==> src/rtl/tone_pkg.sv <==
// Shared types and constants for the tone table reader slice.
package tone_pkg;

  typedef enum logic [1:0] {
    ENV_IDLE,
    ENV_ATTACK,
    ENV_SUSTAIN,
    ENV_RELEASE
  } env_state_t;

  localparam logic [7:0] ENV_MAX = 8'hFF;

  typedef logic signed [15:0] sample_t;

endpackage

==> src/rtl/tone_envelope.sv <==
// Attack/sustain/release envelope generator, advanced once per sample tick.
module tone_envelope
  import tone_pkg::*;
#(
  parameter int unsigned ATK_STEP = 8,
  parameter int unsigned REL_STEP = 8
) (
  input  logic       clk,
  input  logic       reset,
  input  logic       sample_tick,
  input  logic       note_on,
  output logic [7:0] env,
  output env_state_t state,
  output logic       phase_clr
);

  localparam logic [7:0] ATK_B = 8'(ATK_STEP);
  localparam logic [7:0] REL_B = 8'(REL_STEP);

  env_state_t state_q, state_d;
  logic [7:0] env_q, env_d;
  logic [8:0] atk_sum;

  always_comb begin
    state_d   = state_q;
    env_d     = env_q;
    phase_clr = 1'b0;
    atk_sum   = {1'b0, env_q} + {1'b0, ATK_B};
    if (sample_tick) begin
      case (state_q)
        ENV_IDLE: begin
          if (note_on) begin
            phase_clr = 1'b1;
            env_d     = ATK_B;
            state_d   = (ATK_B == ENV_MAX) ? ENV_SUSTAIN : ENV_ATTACK;
          end
        end
        ENV_ATTACK: begin
          if (!note_on) begin
            state_d = ENV_RELEASE;
          end else if (atk_sum >= 9'd255) begin
            env_d   = ENV_MAX;
            state_d = ENV_SUSTAIN;
          end else begin
            env_d = atk_sum[7:0];
          end
        end
        ENV_SUSTAIN: begin
          env_d = ENV_MAX;
          if (!note_on) state_d = ENV_RELEASE;
        end
        ENV_RELEASE: begin
          // Retrigger resumes attack from the current level, not from zero.
          if (note_on) begin
            state_d = ENV_ATTACK;
          end else if (env_q <= REL_B) begin
            env_d   = '0;
            state_d = ENV_IDLE;
          end else begin
            env_d = env_q - REL_B;
          end
        end
        default: state_d = ENV_IDLE;
      endcase
    end
  end

  always_ff @(posedge clk or posedge reset) begin
    if (reset) begin
      state_q <= ENV_IDLE;
      env_q   <= '0;
    end else begin
      state_q <= state_d;
      env_q   <= env_d;
    end
  end

  assign env   = env_q;
  assign state = state_q;

endmodule

==> src/rtl/tone_table_reader.sv <==
// Phase accumulator driving a registered waveform table, with envelope-scaled sample output.
module tone_table_reader
  import tone_pkg::*;
#(
  parameter int unsigned COUNT_SIZE = 8,
  parameter int unsigned PHASE_W    = 24,
  parameter int unsigned ATK_STEP   = 8,
  parameter int unsigned REL_STEP   = 8
) (
  input  logic                  clk,
  input  logic                  reset,
  input  logic                  sample_tick,
  input  logic                  note_on,
  input  logic [PHASE_W-1:0]    freq_word,
  output logic [COUNT_SIZE-1:0] table_addr,
  input  logic [15:0]           table_q,
  output logic signed [15:0]    sample_out,
  output logic                  sample_valid,
  output logic                  busy
);

  env_state_t env_state;
  logic [7:0] env;
  logic       phase_clr;

  logic [PHASE_W-1:0]    phase_q, phase_d;
  logic [COUNT_SIZE-1:0] addr_q, addr_d;
  logic                  tick_p1_q, tick_p1_d;
  logic                  tick_p2_q, tick_p2_d;
  logic [7:0]            env_p2_q, env_p2_d;
  sample_t               sample_q, sample_d;
  logic                  valid_q, valid_d;
  logic signed [15:0]    mul_a, mul_b, prod;
  logic                  unused_table_hi;

  tone_envelope #(
    .ATK_STEP(ATK_STEP),
    .REL_STEP(REL_STEP)
  ) u_env (
    .clk        (clk),
    .reset      (reset),
    .sample_tick(sample_tick),
    .note_on    (note_on),
    .env        (env),
    .state      (env_state),
    .phase_clr  (phase_clr)
  );

  always_comb begin
    phase_d = phase_q;
    if (sample_tick) begin
      if (phase_clr)                   phase_d = '0;
      else if (env_state != ENV_IDLE)  phase_d = phase_q + freq_word;
    end
    addr_d    = phase_d[PHASE_W-1 -: COUNT_SIZE];
    tick_p1_d = sample_tick;
    tick_p2_d = tick_p1_q;
    // env_q one edge after the tick is the post-update level for that tick.
    env_p2_d  = env;
    mul_a     = $signed({{8{table_q[7]}}, table_q[7:0]});
    mul_b     = $signed({8'h00, env_p2_q});
    prod      = mul_a * mul_b;
    sample_d  = tick_p2_q ? prod : sample_q;
    valid_d   = tick_p2_q;
  end

  always_ff @(posedge clk or posedge reset) begin
    if (reset) begin
      phase_q   <= '0;
      addr_q    <= '0;
      tick_p1_q <= 1'b0;
      tick_p2_q <= 1'b0;
      env_p2_q  <= '0;
      sample_q  <= '0;
      valid_q   <= 1'b0;
    end else begin
      phase_q   <= phase_d;
      addr_q    <= addr_d;
      tick_p1_q <= tick_p1_d;
      tick_p2_q <= tick_p2_d;
      env_p2_q  <= env_p2_d;
      sample_q  <= sample_d;
      valid_q   <= valid_d;
    end
  end

  assign unused_table_hi = ^table_q[15:8];
  assign table_addr      = addr_q;
  assign sample_out      = sample_q;
  assign sample_valid    = valid_q;
  assign busy            = (env_state != ENV_IDLE);

endmodule

==> config.mk <==
export PLATFORM = sky130hd
export DESIGN_NAME = tone_table_reader
export DESIGN_NICKNAME = d
export VERILOG_FILES = /design/src/rtl/tone_pkg.sv /design/src/rtl/tone_envelope.sv /design/src/rtl/tone_table_reader.sv
export SDC_FILE = /design/constraint.sdc
export NUM_CORES = 1
export LEC_CHECK = 0
export CAP_MARGIN = 40
export CORE_MARGIN = 2
export CORE_UTILIZATION = 30
export CTS_CLUSTER_DIAMETER = 100
export DETAILED_ROUTE_END_ITERATION = 10
export SLEW_MARGIN = 20
export SYNTH_ARGS = -nofsm -noshare
export SYNTH_HDL_FRONTEND = slang
export SYNTH_SLANG_ARGS = --single-unit
==> constraint.sdc <==
create_clock -name clk -period 11.6 [get_ports clk]
set_input_delay 1.74 -clock clk [delete_from_list [all_inputs] [get_ports clk]]
set_output_delay 1.74 -clock clk [all_outputs]
set_load 0.1 [all_outputs]
==> results of run 1 <==
-- worst max path at each step --
stage / endpoint / cells past startpoint / slack [ns]
6_report: sample_out[15] / 20 / 5.10
5_1_grt: sample_out[15] / 20 / 4.78
4_1_cts: sample_out[15] / 20 / 5.08
3_5_place_dp: sample_out[15] / 20 / 4.74
3_3_place_gp: sample_out[15] / 20 / 4.75
2_1_floorplan: sample_out[15] / 18 / 5.66
-- final cells by class --
| cell class | count | area (um^2) |
|---|---|---|
| clock buffers | 13 | 270 |
| clock inverters | 2 | 12.5 |
| fillers | 1828 | 11000 |
| inverters | 76 | 285 |
| multi-input cells | 444 | 3780 |
| flip-flops and latches | 57 | 1430 |
| well taps | 229 | 287 |
| repair buffers | 91 | 1100 |
-- kinds of logic after synthesis --
group | Yosys count | synth area share, %
AND/OR/NAND/NOR | 162 | 14.7
AO/OA/AOI/OAI | 131 | 16.4
adder cells (fa/ha/maj) | 109 | 29.1
buffers and inverters | 98 | 7.10
flip-flops | 57 | 25.5
XOR/XNOR | 26 | 4.06
multiplexers | 16 | 3.15
-- stage by stage --
stage               instance area (um^2)  setup WS, ns
finish                              7170          5.10
global route                        7170          4.78
CTS                                 7140          5.08
detailed placement                  6860          4.74
global placement                    6410          4.75
floorplan                           5600          5.66
-- placed cells by master (no fill, tap or decap), drive strengths merged, types with 11 or more instances in the layout --
master,netlist,final
xnor2,15,15
a21oi,36,36
clkbuf,14,13
nand2,60,60
o21ai,31,31
inv,76,76
buf,8,30
clkdlybuf4s50,0,61
xor2,11,11
mux2,13,13
dfrtp,57,57
fa,36,36
and2,32,32
ha,72,72
nor2,18,18
-- layer usage --
| layer | wire length [um] | vias up | GRT usage (%) |
|---|---|---|---|
| met1 | 5870 | 2066 | 17.6 |
| met2 | 5610 | 80 | 21.7 |
| met4 | 117 | 0 | 3.42 |
| met3 | 439 | 8 | 3.09 |
| li1 | - | 2191 | - |
| met5 | 0 | - | 0 |
-- state kept, by name, indices dropped and copies added (netlist names) --
register,cells
sample_valid,1
phase_q,24
tick_p2_q,1
sample_out,16
env_p2_q,6
tick_p1_q,1
u_env.state,2
u_env.env,6
-- worst max-delay path, delay by kind of cell --
kind | cells | cell delay [ns]
compound gates | 4 | 0.93
xor+xnor | 1 | 0.15
fa+ha+maj | 5 | 2.21
buf+inv | 6 | 0.91
mux | 1 | 0.27
simple gates | 3 | 0.49
==> results.cfg, run 1 <==
[routing]
drt_pass1_iterations = 4
drc = 0
drt-wirelength-per-cell_um = 13.2
drt_iter0_drc = 135
vias = 4345
drtAntennaViolNets = 0
vias_per_cell = 4.76
wl_mm = 12.0

[clocking]
cts_buffer_depth = 2
cts_buffers = 9
cts_resized = 0
cts_setup_buffers = 0
cts_tree = yes
h-tree-depth = 3
cts.root.buffer_cell = clkbuf_16
holdBufCountCts = 0
clk_latency_ns = 0.32
clkTransAtPathRegs_ns = 0.05
tritoncts_num_sinks = 57

[sta]
rsz0062_at_grt = no
finalSetupViolCount = 0
period_needed_ns = 6.50
fmax_mhz = 154
hold_viol = 0
min_period_over_period_pct = 56.0
slew_headroom_pct = 50.9
finalSetupTns_ns = 0
slew_violations = 0
tightest_slew_ns = 0.737
clock_skew_ns = 0.00570
fin_worst_hold_slack_ns = 0.345

[layout]
finalNonFillerCells = 912
final_util_pct = 39.5
nNetsFinal = 831
syn_to_final_growth_pct = 27.9
drive_above_1_share_pct = 10.8
antenna_cells = 0

[synthesis]
syn-cell-area_mm2 = 0.00560
yosysSeqAreaShare_pct = 25.5
synth_top_area_share_pct = 25.5
yosys.cell_count.top_type = inv_1
synthCells = 599
synthDistinctLibCells = 61
synthFlopType = dfrtp_1
syn_area_per_cell_um2 = 9.36
synth.area.top_cells = dfrtp_1 (25%), ha_1 (16%), fa_1 (13%)
synth_commonest_cells = inv_1 (76), ha_1 (72), nand2_1 (59)
yosys.area.top_type = dfrtp_1
syn-num-nets = 751
synth_seq_cells = 57
synth_warnings = 0
synth-edff-count = 0
synth-async-reset-ratio_pct = 100

[worst_setup_path]
start_kind = input pin
r2r-start = env_p2_q[2]
cpMostUsedCell = inv_1
cp_slowest_stage_delay_ns = 0.54
path_max_fanout = 5
crit_chain = clkdlybuf4s50_1 > inv_1 > nor2_1 > or2_2 > ha_1 > inv_1 > fa_1 > inv_1 > fa_1 > inv_1 > fa_1 > inv_1 > ha_1 > nand2_1 > o21ai_0 > o22a_1 > a211oi_1 > a21oi_1 > xnor2_1 > mux2_2
required_ns = 11.80
slowest_stage = fa_1
worstReg2RegEnd = sample_out[15]
r2r_slack_ns = 6.60
r2r_cells = 18
critPathArrivalTime_ns = 6.70
endpoint_kind = flop
startpoint = table_q[7]
worstSetupPathType = input pin to flop

[global_routing]
grt_use_total_pct = 13.2
grt_pass1_vias = 4450
gr-total-overflow = 0
antenna_found_initial = 0
grt_pass1_wl_mm = 21.3
grt_max_degree = 58

[placed_design]
hpwl_mm = 9.37
place.port_buffers = 61
gp_congestion = 0.798
placedCellCount = 896

[min_path]
min_path_type = flop to flop
min_to = tick_p2_q
min_from = tick_p1_q
min_path_cells = 0

[floorplan]
dieWidth_um = 141
start_util_pct = 30.9
core_mm2 = 0.0181
rows = 49
die_height_um = 141
dieArea_mm2 = 0.0198
pin_count = 70

[flow_run]
drv_cap = 0

[outcome]
status = finished clean
Power of run 1 is not shown: default switching activity piles up to over one toggle a cycle in this logic, so the estimate is an artifact.
==> run 2, diff against run 1 <==
==> constraint.sdc (replaced) <==
create_clock -name clk -period 5.2 [get_ports clk]
set_input_delay 0.78 -clock clk [delete_from_list [all_inputs] [get_ports clk]]
set_output_delay 0.78 -clock clk [all_outputs]
set_load 0.1 [all_outputs]
==> results.cfg, run 2 (synthesized netlist as in run 1, its figures left out) <==
[min_path]
min_from = tick_p1_q
min_path_type = flop to flop

[layout]
syn_to_final_growth_pct = 32.6
largest_register = phase_q
drive_above_1_share_pct = 15.3
most-common-layout-cells = inv_1 (75), ha_1 (71), nand2_1 (58), dfrtp_1 (57), clkdlybuf4s50_1 (57)
antenna_cells = 0
mostFrequentLayoutCell = inv_1
largest_reg_flops = 24
nFillCells = 1775
nNetsFinal = 860

[sta]
fmax_mhz = 202
finalSetupViolCount = 0
period_needed_ns = 4.94
slew_headroom_pct = 47.9
min_period_over_period_pct = 95.0
hold_viol = 0
rsz0062_at_grt = no
fin_worst_hold_slack_ns = 0.347
tightest_slew_ns = 0.782
clock_skew_ns = 0.00786
slew_violations = 0

[worst_setup_path]
start_kind = input pin
worstSetupPathType = input pin to flop
critPathArrivalTime_ns = 5.14
cp_slowest_stage_delay_ns = 0.54
slowest_stage = fa_1
endpoint_kind = flop
r2r-start = env_p2_q[2]
r2r_slack_ns = 0.49
path_max_fanout = 4
worstReg2RegEnd = sample_out[15]
startpoint = table_q[1]
crit_path_end = sample_out[14]
required_ns = 5.40
cpMostUsedCell = inv_1
r2r_cells = 17
crit_chain = clkdlybuf4s50_1 > buf_4 > and2_1 > ha_1 > inv_1 > fa_1 > inv_1 > ha_1 > inv_1 > fa_1 > inv_1 > ha_1 > inv_1 > fa_1 > nor2b_1 > o21ai_1 > a21boi_2 > o31a_1 > o211ai_1 > a21oi_1 > or3_1

[placed_design]
hpwl_mm = 9.54
place.port_buffers = 61
gp_congestion = 0.830

[flow_run]
drv_cap = 0

[global_routing]
grt_pass1_vias = 4397
grt_pass1_wl_mm = 21.2
grt_use_total_pct = 13.1
gr-total-overflow = 0
antenna_found_initial = 0
grt_max_degree = 58

[routing]
vias_per_cell = 4.73
drtAntennaViolNets = 0
drc = 0
wl_mm = 12.3
drt_pass1_iterations = 5
drt-wirelength-per-cell_um = 13.0
drt_iter0_drc = 156
vias = 4454

[clocking]
clkTransAtPathRegs_ns = 0.05
cts.root.buffer_cell = clkbuf_16
cts_tree = yes
holdBufCountCts = 0
h-tree-depth = 3
clk_latency_ns = 0.33
tritoncts_num_sinks = 57
cts_buffers = 9
cts_buffer_depth = 2

[floorplan]
core_mm2 = 0.0181
die_height_um = 141
rows = 49
pin_count = 70
dieWidth_um = 141
start_util_pct = 30.9
dieArea_mm2 = 0.0198

[outcome]
status = finished clean
[run 2: cell types whose count changed in the layout (fill, tap and decap cells not counted), sizes merged]
cell and delta:
buf +29, clkdlybuf4s50 -4, dlymetal6s2s +4, clkbuf +2
clkinv -1
[run 2: through the flow]
| step | std cells | TNS [ns] | util (%) | cell area, um^2 | worst slack [ns] |
|---|---|---|---|---|---|
| after floorplan | 599 | 0 | - | 5600 | 0.225 |
| after detailed placement | 924 | -1.22 | 38.9 | 7070 | -0.400 |
| after global routing | 942 | 0 | 40.9 | 7430 | 0.0393 |
| after global placement | 898 | -1.21 | 36.5 | 6630 | -0.388 |
| final | 942 | 0 | 40.9 | 7430 | 0.259 |
| after CTS | 940 | 0 | 40.6 | 7370 | 0.0429 |
[run 2: worst min path at each step]
stage                     end  slack (ns)  cells after the start
finish              tick_p2_q        0.35                      0
global route        tick_p2_q        0.36                      0
global placement    tick_p2_q        0.33                      0
floorplan           tick_p2_q        0.33                      0
detailed placement  tick_p2_q        0.34                      0
CTS                 tick_p2_q        0.35                      0
[run 2: what timing repair did]
action / 4_1_cts / 5_1_grt
resized for setup: 1 / 11
pin swaps: 0 / 4
buffers inserted: 0 / 1
endpoints found under the setup margin: 2 / 4
[run 2: area by class of cell]
| class | count | area (um^2) | area share [%] |
|---|---|---|---|
| well taps | 229 | 287 | 3.86 |
| repair buffers | 120 | 1330 | 17.9 |
| clock inverters | 1 | 7.51 | 0.101 |
| multi-input cells | 444 | 3810 | 51.2 |
| clock buffers | 15 | 288 | 3.87 |
| flip-flops and latches | 57 | 1430 | 19.2 |
| inverters | 76 | 285 | 3.84 |
[run 2: per-layer routing]
metal  wire length, um  share of wire, %  GRT usage (%)
met1              6150                50           18.1
met4               128               1.0           2.84
met2              5530                45           20.8
met3               453               3.7           3.36
met5                 0                 0              0
[run 2: critical path: cells and delay by family]
| family | cells | cell delay, ns |
|---|---|---|
| buffers and inverters | 7 | 0.93 |
| adders and majority gates | 6 | 1.96 |
| and+or+nand+nor | 3 | 0.58 |
| AOI/OAI and AO/OA | 5 | 0.88 |
Power of run 2 is left out for the same reason.
